<file path="config.mk">
export PLATFORM = sky130hd
export DESIGN_NAME = alu_execute_stage_flat
export DESIGN_NICKNAME = d
export VERILOG_FILES = /design/src/rtl/alu_execute_stage_if.sv /design/src/rtl/alu_execute_stage.sv /design/src/flat_wrapper.sv
export SDC_FILE = /design/constraint.sdc
export NUM_CORES = 1
export LEC_CHECK = 0
export ABC_AREA = 1
export CORE_ASPECT_RATIO = 0.75
export CORE_MARGIN = 2
export CORE_UTILIZATION = 30
export DETAILED_ROUTE_END_ITERATION = 10
export PLACE_DENSITY = 0.49
export SYNTH_ARGS = -nofsm -noshare
export SYNTH_HDL_FRONTEND = slang
export SYNTH_SLANG_ARGS = --single-unit
</file>
<file path="constraint.sdc">
create_clock -name CLK -period 2.5 [get_ports CLK]
set_input_delay 0.375 -clock CLK [delete_from_list [all_inputs] [get_ports CLK]]
set_output_delay 0.375 -clock CLK [all_outputs]
set_load 0.01 [all_outputs]
</file>
<file path="src/rtl/alu_execute_stage_if.sv">
// alu_execute_stage_if: start/operand request and result/flag bundle.
// master drives start/opcode/operands; slave (the stage) drives outputs.
interface alu_execute_stage_if #(
  parameter int DATA_WIDTH = 16
);
  logic                  input_start;
  logic [2:0]            input_opcode;
  logic [DATA_WIDTH-1:0] input_operand_A;
  logic [DATA_WIDTH-1:0] input_operand_B;
  logic                  output_busy;
  logic                  output_done;
  logic [DATA_WIDTH-1:0] output_result;
  logic                  output_zero;
  logic                  output_carry;
  logic                  output_overflow;

  modport master (
    output input_start,
    output input_opcode,
    output input_operand_A,
    output input_operand_B,
    input  output_busy,
    input  output_done,
    input  output_result,
    input  output_zero,
    input  output_carry,
    input  output_overflow
  );

  modport slave (
    input  input_start,
    input  input_opcode,
    input  input_operand_A,
    input  input_operand_B,
    output output_busy,
    output output_done,
    output output_result,
    output output_zero,
    output output_carry,
    output output_overflow
  );
endinterface

</file>
<file path="src/rtl/alu_execute_stage.sv">
// alu_execute_stage: latches operands on start, runs one ALU op, pulses done.
// Ports: CLK, RST_N, bus (slave). EXEC_MUL_EN enables 16-step shift-add MUL.
module alu_execute_stage #(
  parameter int DATA_WIDTH = 16,
  parameter int MUL_ITER   = 16
) (
  input logic                CLK,
  input logic                RST_N,
  alu_execute_stage_if.slave bus
);
  localparam int W  = DATA_WIDTH;
  localparam int SW = $clog2(DATA_WIDTH);

  localparam logic [2:0] OP_ADD = 3'd0;
  localparam logic [2:0] OP_SUB = 3'd1;
  localparam logic [2:0] OP_AND = 3'd2;
  localparam logic [2:0] OP_OR  = 3'd3;
  localparam logic [2:0] OP_XOR = 3'd4;
  localparam logic [2:0] OP_SLL = 3'd5;
  localparam logic [2:0] OP_SRL = 3'd6;
`ifdef EXEC_MUL_EN
  localparam logic [2:0] OP_MUL = 3'd7;
`endif

  if (MUL_ITER != DATA_WIDTH) begin : g_cfg_check
    $error("MUL_ITER must equal DATA_WIDTH");
  end

  typedef enum logic [1:0] {
    S_IDLE = 2'd0,
    S_EXEC = 2'd1,
`ifdef EXEC_MUL_EN
    S_MUL  = 2'd2,
`endif
    S_DONE = 2'd3
  } state_e;

  state_e       state_q, state_d;
  logic [2:0]   op_q, op_d;
  logic [W-1:0] a_q, a_d;
  logic [W-1:0] b_q, b_d;
  logic [W-1:0] result_q, result_d;
  logic         zero_q, zero_d;
  logic         carry_q, carry_d;
  logic         ovf_q, ovf_d;

`ifdef EXEC_MUL_EN
  localparam int CW = $clog2(MUL_ITER);
  logic [CW-1:0]  cnt_q, cnt_d;
  logic [2*W-1:0] acc_q, acc_d;
  logic [2*W-1:0] pp;
  logic [2*W-1:0] acc_nx;

  always_comb begin
    pp = '0;
    if (b_q[cnt_q]) begin
      pp = {{W{1'b0}}, a_q} << cnt_q;
    end
    acc_nx = acc_q + pp;
  end
`endif

  logic [W-1:0] alu_res;
  logic         alu_c;
  logic         alu_v;
  logic [W:0]   sum;
  logic [W:0]   dif;

  // dif[W] is the unsigned borrow (A < B)
  always_comb begin
    sum     = {1'b0, a_q} + {1'b0, b_q};
    dif     = {1'b0, a_q} - {1'b0, b_q};
    alu_res = '0;
    alu_c   = 1'b0;
    alu_v   = 1'b0;
    unique case (op_q)
      OP_ADD: begin
        alu_res = sum[W-1:0];
        alu_c   = sum[W];
        alu_v   = (a_q[W-1] == b_q[W-1]) &&
                  (sum[W-1] != a_q[W-1]);
      end
      OP_SUB: begin
        alu_res = dif[W-1:0];
        alu_c   = dif[W];
        alu_v   = (a_q[W-1] != b_q[W-1]) &&
                  (dif[W-1] != a_q[W-1]);
      end
      OP_AND: alu_res = a_q & b_q;
      OP_OR:  alu_res = a_q | b_q;
      OP_XOR: alu_res = a_q ^ b_q;
      OP_SLL: alu_res = a_q << b_q[SW-1:0];
      OP_SRL: alu_res = a_q >> b_q[SW-1:0];
      default: alu_res = '0;
    endcase
  end

  always_comb begin
    state_d  = state_q;
    op_d     = op_q;
    a_d      = a_q;
    b_d      = b_q;
    result_d = result_q;
    zero_d   = zero_q;
    carry_d  = carry_q;
    ovf_d    = ovf_q;
`ifdef EXEC_MUL_EN
    cnt_d    = cnt_q;
    acc_d    = acc_q;
`endif
    unique case (state_q)
      S_IDLE: begin
        if (bus.input_start) begin
          op_d    = bus.input_opcode;
          a_d     = bus.input_operand_A;
          b_d     = bus.input_operand_B;
          state_d = S_EXEC;
`ifdef EXEC_MUL_EN
          cnt_d   = '0;
          acc_d   = '0;
          if (bus.input_opcode == OP_MUL) begin
            state_d = S_MUL;
          end
`endif
        end
      end
      S_EXEC: begin
        result_d = alu_res;
        zero_d   = (alu_res == '0);
        carry_d  = alu_c;
        ovf_d    = alu_v;
        state_d  = S_DONE;
      end
`ifdef EXEC_MUL_EN
      S_MUL: begin
        acc_d = acc_nx;
        cnt_d = cnt_q + 1'b1;
        if (cnt_q == CW'(MUL_ITER - 1)) begin
          result_d = acc_nx[W-1:0];
          zero_d   = (acc_nx[W-1:0] == '0);
          carry_d  = |acc_nx[2*W-1:W];
          ovf_d    = 1'b0;
          state_d  = S_DONE;
        end
      end
`endif
      S_DONE:  state_d = S_IDLE;
      default: state_d = S_IDLE;
    endcase
  end

  always_ff @(posedge CLK or negedge RST_N) begin
    if (!RST_N) begin
      state_q  <= S_IDLE;
      op_q     <= '0;
      a_q      <= '0;
      b_q      <= '0;
      result_q <= '0;
      zero_q   <= 1'b0;
      carry_q  <= 1'b0;
      ovf_q    <= 1'b0;
`ifdef EXEC_MUL_EN
      cnt_q    <= '0;
      acc_q    <= '0;
`endif
    end else begin
      state_q  <= state_d;
      op_q     <= op_d;
      a_q      <= a_d;
      b_q      <= b_d;
      result_q <= result_d;
      zero_q   <= zero_d;
      carry_q  <= carry_d;
      ovf_q    <= ovf_d;
`ifdef EXEC_MUL_EN
      cnt_q    <= cnt_d;
      acc_q    <= acc_d;
`endif
    end
  end

  assign bus.output_busy     = (state_q != S_IDLE);
  assign bus.output_done     = (state_q == S_DONE);
  assign bus.output_result   = result_q;
  assign bus.output_zero     = zero_q;
  assign bus.output_carry    = carry_q;
  assign bus.output_overflow = ovf_q;
endmodule

</file>
<file path="src/flat_wrapper.sv">
// flat-port wrapper written by rule: the top's interface ports become plain ports
module alu_execute_stage_flat 
#(
  parameter int DATA_WIDTH = 16,
  parameter int MUL_ITER   = 16
)
  (CLK, RST_N, bus_input_start, bus_input_opcode, bus_input_operand_A, bus_input_operand_B, bus_output_busy, bus_output_done, bus_output_result, bus_output_zero, bus_output_carry, bus_output_overflow);
  alu_execute_stage_if #(.DATA_WIDTH(DATA_WIDTH)) bus_i ();
  input logic CLK;
  input logic RST_N;
  input wire logic [$bits(bus_i.input_start)-1:0] bus_input_start;
  input wire logic [$bits(bus_i.input_opcode)-1:0] bus_input_opcode;
  input wire logic [$bits(bus_i.input_operand_A)-1:0] bus_input_operand_A;
  input wire logic [$bits(bus_i.input_operand_B)-1:0] bus_input_operand_B;
  output wire logic [$bits(bus_i.output_busy)-1:0] bus_output_busy;
  output wire logic [$bits(bus_i.output_done)-1:0] bus_output_done;
  output wire logic [$bits(bus_i.output_result)-1:0] bus_output_result;
  output wire logic [$bits(bus_i.output_zero)-1:0] bus_output_zero;
  output wire logic [$bits(bus_i.output_carry)-1:0] bus_output_carry;
  output wire logic [$bits(bus_i.output_overflow)-1:0] bus_output_overflow;
  assign bus_i.input_start = bus_input_start;
  assign bus_i.input_opcode = bus_input_opcode;
  assign bus_i.input_operand_A = bus_input_operand_A;
  assign bus_i.input_operand_B = bus_input_operand_B;
  assign bus_output_busy = bus_i.output_busy;
  assign bus_output_done = bus_i.output_done;
  assign bus_output_result = bus_i.output_result;
  assign bus_output_zero = bus_i.output_zero;
  assign bus_output_carry = bus_i.output_carry;
  assign bus_output_overflow = bus_i.output_overflow;
  alu_execute_stage #(.DATA_WIDTH(DATA_WIDTH), .MUL_ITER(MUL_ITER)) u_core (.CLK(CLK), .RST_N(RST_N), .bus(bus_i));
endmodule
</file>
After elaboration in Yosys (flattened, before gate mapping)

Index checks and enable logic that the tools add are counted.

Flip-flop bits (word level): 56
Input port bits: 38
Output and inout bits: 21
Word-level logic and storage cells: 40

$add $sub $neg: 2
Equality and inequality tests: 13
Shifts and indexed selects: 2
Mux-type cells: 5
Bitwise gates (word level): 3
Reduce and logical (&&, ||, !) cells: 7

Operator list:

| cell                 | count |
|---|---|
| $pmux W16 S7         | 1 |
| $add A16 B16 Y17     | 1 |
| $sub A16 B16 Y17     | 1 |
| $and A16 B16 Y16     | 1 |
| $logic_not A16 Y1    | 1 |
| $or A16 B16 Y16      | 1 |
| $shl A16 B4 Y16      | 1 |
| $shr A16 B4 Y16      | 1 |
| $xor A16 B16 Y16     | 1 |
| $eq A3 B3 Y1 const B | 3 |
| $eq A3 B2 Y1 const B | 2 |
| $pmux W1 S2          | 2 |
| $pmux W2 S2          | 1 |
| $eq A3 B1 Y1 const B | 1 |
| $logic_not A3 Y1     | 1 |
| $ne A1 B1 Y1         | 3 |
| $eq A2 B1 Y1 const B | 1 |
| $eq A2 B2 Y1 const B | 1 |
| $logic_and A1 B1 Y1  | 2 |
| $logic_not A2 Y1     | 1 |
| $mux W2              | 1 |
| $ne A2 B2 Y1 const B | 1 |
| $reduce_and A2 Y1    | 1 |
| $reduce_bool A2 Y1   | 1 |
| $eq A1 B1 Y1         | 1 |

Logic depth before layout (Yosys ltp)

Gate-level depths: netlist of run 1.

Depth after elaboration: 4
Depth in mapped cells: 18
Mapped depth without buffers: 17

Least setup slack after synthesis of run 1

No wires, ideal clock.

Kind: flip-flop to flip-flop
Start point: register u_core.b_q[2]
End point: register u_core.zero_q, in the netlist u_core.bus.output_zero
Setup time: 0.075 ns
Data arrival time: 2.151 ns
Required time: 2.425 ns
Setup slack: 0.273 ns
Cell stages (with the launch flop): 18
Path buffers: 2
Clock period less this slack: 2.227 ns
Cells stage by stage: dfrtp_1 buf_2 inv_2 buf_2 ha_1 inv_2 nand2_2 nand2_2 nand3_1 nand2_1 nand2_1 nand2_1 nand2_1 nand3_1 nand3_1 nor2_1 nand3_1 o21bai_2

Longest elaborated chain between the ends: 3
Elaborated cells on any way between the ends: 9
Those cells by class: 2 x add/sub; 2 x shift; 1 x mux; 3 x bitwise; 1 x reduce/logical

RTL lines:

| item                                           | line                     | source |
|---|---|---|
| start: declaration                             | alu_execute_stage.sv:41  | `logic [W-1:0] b_q, b_d;` |
| start signal: assignment                       | alu_execute_stage.sv:157 | `b_q <= '0;` |
| start signal: assignment                       | alu_execute_stage.sv:170 | `b_q <= b_d;` |
| $sub A16 B16 Y17, or another cell as far along | alu_execute_stage.sv:72  | `dif = {1'b0, a_q} - {1'b0, b_q};` |
| $pmux W16 S7 (*)                               | alu_execute_stage.sv:76  | `unique case (op_q)` |
| $logic_not A16 Y1 (*)                          | alu_execute_stage.sv:129 | `zero_d = (alu_res == '0);` |
| end signal: assignment                         | alu_execute_stage.sv:172 | `zero_q <= zero_d;` |
| end: declaration                               | alu_execute_stage.sv:43  | `logic zero_q, zero_d;` |

Mark *: on every way between the ends. The rest lies on a longest branch, timed or not.
A chain may end at the register's enable or synchronous reset.

Worst setup path after layout of run 1

Start point: register u_core.a_q[0]
End point: register u_core.zero_q, in the netlist u_core.bus.output_zero

Longest elaborated chain between the ends: 3
Elaborated cells on any way between the ends: 9
Those cells by class: 2 x add/sub; 2 x shift; 1 x mux; 3 x bitwise; 1 x reduce/logical

RTL lines:

| item                                           | line                     | source |
|---|---|---|
| start: declaration                             | alu_execute_stage.sv:40  | `logic [W-1:0] a_q, a_d;` |
| start signal: assignment                       | alu_execute_stage.sv:156 | `a_q <= '0;` |
| start signal: assignment                       | alu_execute_stage.sv:169 | `a_q <= a_d;` |
| $sub A16 B16 Y17, or another cell as far along | alu_execute_stage.sv:72  |  |
| $pmux W16 S7 (*)                               | alu_execute_stage.sv:76  |  |
| $logic_not A16 Y1 (*)                          | alu_execute_stage.sv:129 |  |

Marks and branches as above.

==> impl_results.md, run 1 <==
* Status: finished, final reports clean
* TritonRoute pass-1 iters at 5
* DRT Wirelength at approximately 24 mm
* Die extent in x at between 150 and 200 um
* Clk sinks at 56
* RD Place Congestion at around 0.95
* Yosys warns at 0
* Worst path required time at 2.75 ns
* Startpoint types: flop
* Largest net degree at the start of global routing at 71
* Unrepaired setup endpoints after global routing: no
* Die Y at 129.5 um
* Clk pin slew, worst setup/hold paths at roughly 0.080 ns
* Met1 Use GR at 34.32%
* GR Util All Layers at between 20 and 25%
* I/O Buffers at 58
* Max VDD drop at just over 0.4 mV
* Syn avg cell area at between 6 and 7 um^2
* CTS Buffer Depth at 2
* Root Driver: clkbuf_16
* Antenna viol nets, final at 0
* Max Fclk at about 0.43 GHz
* Worst-path maximum fanout at 5
* Slew @ Worst Pin at roughly 0.7 ns
* Tightest Hold Check Type: input pin to asynchronous set/reset pin
* Die area at about 22000 um^2
* # setup viols final at 0
* CP Capture Type: flop
* Cells after Synth at approximately 1000
* Mapped cell area at about 6300 um^2
* Vias per inst at between 4 and 5
* Worst Path Class, Setup: flop to flop
* Top cells by area, synth: dfrtp_1 (22%), nand2_1 (18%), nand3_1 (14%)
* Core ar. at 20440 um^2
* Max Transition Viols Final at 0
* Period minus WS final at 2.342 ns
* DR iter-0 viols at 681
* CTS tree: yes
* Ant diodes at 0
* Cell Pwr Density at 1680 nW/um^2
* H-tree Lvls at 2
* Final hold violation count at 0
* Pre-CTS WS at -0.005203 ns
* Total gr overflow at 0
* Row Count at 45
* Clk_lat worst skew at between 0.3 and 0.4 ns
* Starting Density at a little under a third
* Arr. time, crit path at between 2 and 3 ns
* DRC viols at 0
* Most instantiated library cell after synthesis: nand2_1
* Asr flop ratio synth at between 90% and 100%
* Most common library cells after synthesis: nand2_1 (294), nand3_1 (182), nor2_1 (131)
* DR vias at between 6000 and 7000
* Top cell type's share of synthesized area at 22.25%
* Fin crit share at between 90% and 100%
* Cell taking the most area after synthesis: dfrtp_1
* Commonest register cell after synthesis: dfrtp_1
* Vias in the first global route at ~6500
* Syn_nets at ~1100
* Met2 Usage GRT at 31.02%
* Area delta synth->final at 25.09%
* Setup_tns at 0 ns
* Post-synth EDFFs at 0
* Final HPWL from detailed placement at ~20 mm
* CTS Buf Count at 5
* Global route hottest layer: met1
* Met3 usage at 5.192%
* Max-cap viol count at 0
* Initial antenna violation count at 0
* Post-synthesis sequential area ratio at 22.25%
* Leakage at 4.028 nW
* Nets at ~1200
* Io pins at a little under 60
* Global-route wire length before repair at 37.19 mm
* Share of cells above drive strength 1 at about an eighth
* Wire per inst at approximately 17 um
* Final setup margin at around 0.16 ns
* Clk_skew at 0.007744 ns
* Synth cell types at a little over 40
* Relative slew slack at roughly 52%
* Seq cells post-synth at 56
## critical path, stage by stage, from the launching register on
cell	delay, ns
dfrtp_2	0.44
inv_1	0.10
ha_1	0.16
inv_1	0.07
fa_2	0.37
or2_1	0.23
nand3_1	0.07
o21ai_1	0.06
nor2_1	0.08
nand3_1	0.07
nor2_1	0.15
nand3_1	0.11
nor2_2	0.13
nand3_1	0.10
o21bai_2	0.12
## cells in the final DEF (no fill, tap or decap), types with 3 or more instances in the layout
master,synthesis,final
o21ai_1,11,11
ha_1,53,48
nand3_1,182,182
dfrtp_1,56,54
clkbuf_16,0,5
a21oi_2,2,3
nand4_1,12,12
ha_2,0,4
or2_2,3,3
buf_4,4,79
a21oi_1,69,68
clkdlybuf4s50_1,0,57
nand2_4,6,6
inv_2,8,9
a31oi_1,3,3
nor3_1,6,5
o21ai_0,14,14
nand3_2,3,3
o22ai_1,4,4
nor2_1,131,126
o21bai_1,3,3
buf_12,0,4
inv_4,4,4
inv_1,109,108
nor2_2,3,8
nand2_1,294,290
nand2_2,5,9
## routing by layer
metal  wire [um]  part of all wire, %
met2        9080                   38
met5           0                    0
met3        2115                  8.9
met4         389                  1.6
met1       12200                   51
## power by group
part	internal, W	switching, W
logic	0.00401	0.00681
clock network	0.000401	0.000381
registers	0.00132	0.000305
## through the flow
step                      std cells  total power (W)  instance area, um^2  hold slack (ns)  util (%)
final                          1431          0.01324                 7879           0.1108     38.55
after CTS                      1429          0.01297                 7806           0.1235     38.19
after global placement         1421          0.01216                 7650           0.4594     37.43
after global routing           1431          0.01463                 7879           0.1625     38.55
after detailed placement       1421          0.01211                 7650           0.4618     37.43
after floorplan                1042         0.008177                 6299          0.07941         -
## path summary, 6_finish.rpt
check	slack, ns	from	cells past startpoint	to
max	0.16	u_core.a_q[0]$_DFFE_PN0P_	14	u_core.bus.output_zero$_DFFE_PN0P_
min	0.11	RST_N	1	u_core.bus.output_result[10]$_DFFE_PN0P_
max reg2reg	0.16	u_core.a_q[0]$_DFFE_PN0P_	14	u_core.bus.output_zero$_DFFE_PN0P_
min reg2reg	0.47	u_core.state_q[1]$_DFFE_PN0P_	1	u_core.state_q[0]$_DFFE_PN0P_
max in group asynchronous	1.77	RST_N	2	u_core.a_q[0]$_DFFE_PN0P_
min in group CLK	0.47	u_core.state_q[1]$_DFFE_PN0P_	1	u_core.state_q[0]$_DFFE_PN0P_
## layout make-up
class / count / area [um^2]
inverters: 122 / 469.2
fillers: 2289 / 12560
flip-flops and latches: 56 / 1404
clock inverters: 2 / 15.01
clock buffers: 6 / 138.9
repair buffers: 142 / 1260
multi-input cells: 821 / 4239
well taps: 282 / 352.8
## cell families after synthesis
family | after synthesis | synth area share (%)
buffers and inverters | 165 | 11.34
adder cells (fa/ha/maj) | 55 | 11.16
flip-flops | 56 | 22.25
XOR/XNOR | 2 | 0.2782
AND/OR/NAND/NOR | 655 | 45.73
AO/OA/AOI/OAI | 109 | 9.237
## registers in the layout, summed over array words and instances, names as in the netlist
signal	flops
u_core.b_q	16
u_core.a_q	16
u_core.bus.output_overflow	1
u_core.op_q	3
u_core.bus.output_zero	1
u_core.bus.output_carry	1
u_core.bus.output_result	16
u_core.state_q	2
## timing repair
item / in CTS / in global routing
setup buffers: 0 / 2
resized for setup: 1 / 20
endpoints found under the setup margin: 1 / 6
hold buffers: 0 / 0
pin swaps: 0 / 1
(Power assumes the default switching activity.)
==> inputs of run 2 (changes only) <==
clock period = 2.6 ns   (was 2.5 ns; I/O delays follow)
==> run 2 against run 1 <==
Via count shrank 0.40%. Flip-flop and latch count unchanged. Cell count fell by 1.5%. Clock-buffer cell count is 1 lower.
==> impl_results.md, run 2 (same netlist as run 1, synthesis figures left out) <==
* Die extent in x at ~170 um
* Arr. time, crit path at about 2.7 ns
* CP max stage delay at 0.41 ns
* Tightest Hold Check Type: input pin to asynchronous set/reset pin
* Vias per inst at 4.927
* CTS tree: yes
* Global-route wire length before repair at 37.12 mm
* Clk pin slew, worst setup/hold paths at ~0.080 ns
* Max Transition Viols Final at 0
* Antenna viol nets, final at 0
* Most common cell after layout, fill and taps aside: nand2_1
* Share of cells above drive strength 1 at between 10% and 20%
* I/O Buffers at 58
* Unrepaired setup endpoints after global routing: no
* DR iter-0 viols at approximately 700
* CTS Buf Count at 5
* Core ar. at roughly 20000 um^2
* Relative slew slack at between 50% and 60%
* CP Capture Type: flop
* Area delta synth->final at 21.97%
* FF-to-FF path depth at 12
* Clk sinks at between 50 and 60
* Root Driver: clkbuf_16
* Post-cts hold buffer count at 0
* Wire per inst at roughly 17 um
* Fin crit share at between 90% and 100%
* Final hold violation count at 0
* GR Util All Layers at approximately 22%
* Worst path required time at around 2.8 ns
* # fillers at around 2300
* Final instance area at just under 8000 um^2
* Starting Density at 30.82%
* Reg2Reg Setup Slack at ~0.13 ns
* Worst-path maximum fanout at 7
* DRC viols at 0
* Total gr overflow at 0
* CP Cell Sequence: inv_1, ha_1, inv_1, nor2_1, nor3_1, buf_4, nand3_1, nor2_1, nand3_1, nor2_1, nand3_1, o21bai_2
* # setup viols final at 0
* Nets at 1219
* Worst Path Class, Setup: flop to flop
* CTS Buffer Depth at 2
* Worst Setup SP: u_core.b_q[11]$_DFFE_PN0P_
* DR vias at 6942
* TritonRoute pass-1 iters at 5
* R2r startpoint: u_core.b_q[11]$_DFFE_PN0P_
* Clk_lat worst skew at around 0.31 ns
* Max Fclk at approximately 0.4 GHz
* Largest net degree at the start of global routing at 71
* Row Count at 45
* Initial antenna violation count at 0
* Vias in the first global route at roughly 6500
* Io pins at 59
* Area after DPL at between 7000 and 8000 um^2
* Period minus WS final at roughly 2.5 ns
* H-tree Lvls at 2
* Status: finished, final reports clean
* Clk_skew at slightly below 0.009 ns
* Final HPWL from detailed placement at around 20 mm
* Die area at about 22000 um^2
* Startpoint types: flop
* Die Y at 129.5 um
* Reg2reg end: u_core.bus.output_zero$_DFFE_PN0P_
* RD Place Congestion at 1.002
* CP max stage cell: ha_1
* DRT Wirelength at between 20 and 25 mm
* Commonest cells after routing, fill and taps aside: nand2_1 (292), nand3_1 (182), nor2_1 (125)
* Ant diodes at 0
* Max-cap viol count at 0
* Slew @ Worst Pin at between 0.7 and 0.8 ns
[run 2: changes by cell type in the layout (fill, tap and decap cells not counted), sizes merged]
cell and delta:
buf -22, clkinv +2, clkbuf -1, inv +1, clkinvlp -2
[run 2: how the worst max path moves through the flow]
stage                                              end  slack [ns]  cells after the start
floorplan           u_core.bus.output_zero$_DFFE_PN0P_        0.37                     17
global placement    u_core.bus.output_zero$_DFFE_PN0P_       -0.16                     15
detailed placement  u_core.bus.output_zero$_DFFE_PN0P_       -0.02                     13
CTS                 u_core.bus.output_zero$_DFFE_PN0P_        0.03                     14
global route        u_core.bus.output_zero$_DFFE_PN0P_        0.02                     16
finish              u_core.bus.output_zero$_DFFE_PN0P_        0.13                     12
[run 2: cell type report]
| class | count | area (um^2) | area share [%] |
|---|---|---|---|
| Multi-Input combinational cell | 821 | 4239 | 55.18 |
| Sequential cell | 56 | 1404 | 18.27 |
| Timing Repair Buffer | 120 | 1070 | 13.93 |
| Inverter | 122 | 469.2 | 6.107 |
| Tap cell | 282 | 352.8 | 4.593 |
| Clock buffer | 5 | 125.1 | 1.629 |
| Clock inverter | 3 | 22.52 | 0.2932 |
[run 2: layer usage]
layer / global-route usage [%] / wire length, um / part of all wire [%] / vias up
met3: 4.704 / 2188 / 9.2 / 27
li1: - / - / - / 3508
met2: 31.62 / 9158 / 38 / 273
met5: 0 / 0 / 0 / -
met1: 33.82 / 12070 / 51 / 3134
met4: 4.437 / 435 / 1.8 / 0
[run 2: timing repair]
item | in CTS | in global routing
pin swaps | 0 | 0
setup buffers | 0 | 1
gates resized for setup | 1 | 20
hold endpoints to repair | 0 | 0
setup endpoints to repair | 1 | 3
[run 2: worst max-delay path, delay by kind of cell, from the launching register on]
kind | cells | cell delay (ns)
DFF | 1 | 0.37
adders and majority gates | 1 | 0.41
AOI/OAI and AO/OA | 1 | 0.12
and+or+nand+nor | 7 | 1.11
buffers and inverters | 3 | 0.39
[run 2: per-stage QoR]
stage | setup slack (ns) | setup TNS, ns | instances | hold WS (ns) | util [%]
2_1_floorplan | 0.3733 | 0 | 1042 | 0.09441 | -
3_3_place_gp | -0.1570 | -0.1985 | 1400 | 0.4323 | 36.54
3_5_place_dp | -0.01547 | -0.01547 | 1400 | 0.4374 | 36.54
4_1_cts | 0.02980 | 0 | 1408 | 0.1078 | 37.26
5_1_grt | 0.01598 | 0 | 1409 | 0.1431 | 37.59
6_report | 0.1333 | 0 | 1409 | 0.08958 | 37.59
Power of run 2 is left out: the tool's default activity adds up to more than one toggle a clock period on the data nets, which glitch-free logic cannot reach.
==> inputs of run 3 (changes only) <==
PLACE_DENSITY = 0.5   (was 0.49)
==> run 3 against run 2 <==
Global-route usage grew 0.58 points. Setup slack improved by 0.023 ns. Flip-flop and latch count unchanged. Critical path depth increased by 1. Clock-buffer cell count unchanged. Via count down 0.16%. Die area did not move.
==> impl_results.md, run 3 (same netlist as run 1, synthesis figures left out) <==
* Status: finished, final reports clean
* Pre-CTS WS at about 0.0086 ns
* # setup viols final at 0
* Initial antenna violation count at 0
* Total gr overflow at 0
* Vias in the first global route at roughly 6600
* Reg2reg end: u_core.bus.output_zero$_DFFE_PN0P_
* Clk_skew at 0.01239 ns
* Root Driver: clkbuf_16
* Worst-path maximum fanout at 9
* Nets at 1217
* Clk pin slew, worst setup/hold paths at 0.09 ns
* Row Count at 45
* DRT Wirelength at 24.20 mm
* Die extent in x at between 150 and 200 um
* GR Util All Layers at between 20% and 30%
* Io pins at 59
* DRC viols at 0
* Final HPWL from detailed placement at roughly 20 mm
* Core ar. at between 20000 and 25000 um^2
* Final hold violation count at 0
* Post-cts hold buffer count at 0
* Die Y at 129.5 um
* FF-to-FF path depth at 13
* Post-Route Utilization at a little under two fifths
* DR vias at just under 7000
* Period minus WS final at ~2.4 ns
* Final cell count without fillers at around 1400
* Max Transition Viols Final at 0
* Hold slack at 0.07327 ns
* Antenna viol nets, final at 0
* Worst Path Class, Setup: flop to flop
* CTS tree: yes
* Global-route wire length before repair at about 38 mm
* Worst path required time at 2.85 ns
* R2r startpoint: u_core.b_q[3]$_DFFE_PN0P_
* Final setup margin at roughly 0.16 ns
* CTS Buf Count at 5
* Fin crit share at a little over nine tenths
* DR iter-0 viols at between 500 and 600
* CTS Buffer Depth at 2
* Unrepaired setup endpoints after global routing: no
* Tightest Hold Check Type: input pin to asynchronous set/reset pin
* Ant diodes at 0
* Area delta synth->final at 21.67%
* Slew @ Worst Pin at around 0.77 ns
* Relative slew slack at around half
* Starting Density at 30.82%
* Clk sinks at 56
* Clk_lat worst skew at around 0.32 ns
* Arr. time, crit path at roughly 2.7 ns
* Startpoint types: flop
* Max Fclk at 0.4091 GHz
* Die area at between 20000 and 25000 um^2
* I/O Buffers at slightly below 60
* Max-cap viol count at 0
* Vias per inst at 4.926
* Reg2Reg Setup Slack at roughly 0.16 ns
* Largest net degree at the start of global routing at 71
* Most common cell after layout, fill and taps aside: nand2_1
* Placed Cells at 1398
* Share of cells above drive strength 1 at roughly 12%
* TritonRoute pass-1 iters at 5
* RD Place Congestion at roughly 1.0
* Wire per inst at roughly 17 um
* Commonest cells after routing, fill and taps aside: nand2_1 (292), nand3_1 (182), nor2_1 (125)
* H-tree Lvls at 2
* CP Capture Type: flop
==> run 3: cell count changes in the layout (fill, tap and decap cells not counted), sizes merged <==
cell  previous run  this run
buf             63        61
==> run 3: worst max-delay path, stage by stage, from the launching register on <==
cell and delay, ns:
dfrtp_2 0.47, inv_2 0.16, ha_2 0.36, nor2_1 0.20
nand3_1 0.14, nand3_1 0.16, nand3_1 0.11, nand3_1 0.17
nand2_1 0.07, nand2_1 0.06, nor2_1 0.04, nor2_2 0.18
nand3_1 0.12, o21bai_2 0.13
==> run 3: layer usage <==
layer	global-route usage [%]	part of all wire [%]	wire length, um	vias to the layer above
met4	3.988	1.1	262	0
li1	-	-	-	3510
met1	33.86	51	12300	3177
met5	0	0	0	-
met3	6.445	8.5	2065	22
met2	32.54	40	9571	222
==> run 3: cell type report <==
type                    count  area (um^2)
clock buffers               5        125.1
clock inverters             3        26.28
fillers                  2308        12770
inverters                 122        469.2
multi-input cells         821         4230
flip-flops and latches     56         1405
well taps                 282        352.8
repair buffers            118         1055
==> run 3: stage by stage <==
step | setup TNS [ns] | cell area [um^2]
2_1_floorplan | 0 | 6299
3_3_place_gp | -0.0004510 | 7452
3_5_place_dp | 0 | 7452
4_1_cts | 0 | 7605
5_1_grt | 0 | 7664
6_report | 0 | 7664
==> run 3: how the worst max path moves through the flow <==
stage | depth (start not counted) | from | to | slack [ns]
final | 13 | u_core.b_q[3]$_DFFE_PN0P_ | u_core.bus.output_zero$_DFFE_PN0P_ | 0.16
after global routing | 13 | u_core.b_q[3]$_DFFE_PN0P_ | u_core.bus.output_zero$_DFFE_PN0P_ | 0.002
after floorplan | 17 | u_core.b_q[2]$_DFFE_PN0P_ | u_core.bus.output_zero$_DFFE_PN0P_ | 0.37
after CTS | 13 | u_core.b_q[3]$_DFFE_PN0P_ | u_core.bus.output_zero$_DFFE_PN0P_ | 0.06
after detailed placement | 13 | u_core.b_q[3]$_DFFE_PN0P_ | u_core.bus.output_zero$_DFFE_PN0P_ | 0.009
after global placement | 13 | u_core.b_q[3]$_DFFE_PN0P_ | u_core.bus.output_zero$_DFFE_PN0P_ | -0.0005
==> run 3: what timing repair did <==
| action | CTS | global route |
|---|---|---|
| buffers inserted | 0 | 1 |
| gates resized for setup | 1 | 20 |
| hold endpoints to repair | 0 | 0 |
| endpoints found under the setup margin | 1 | 2 |
Power of run 3 is left out for the same reason.
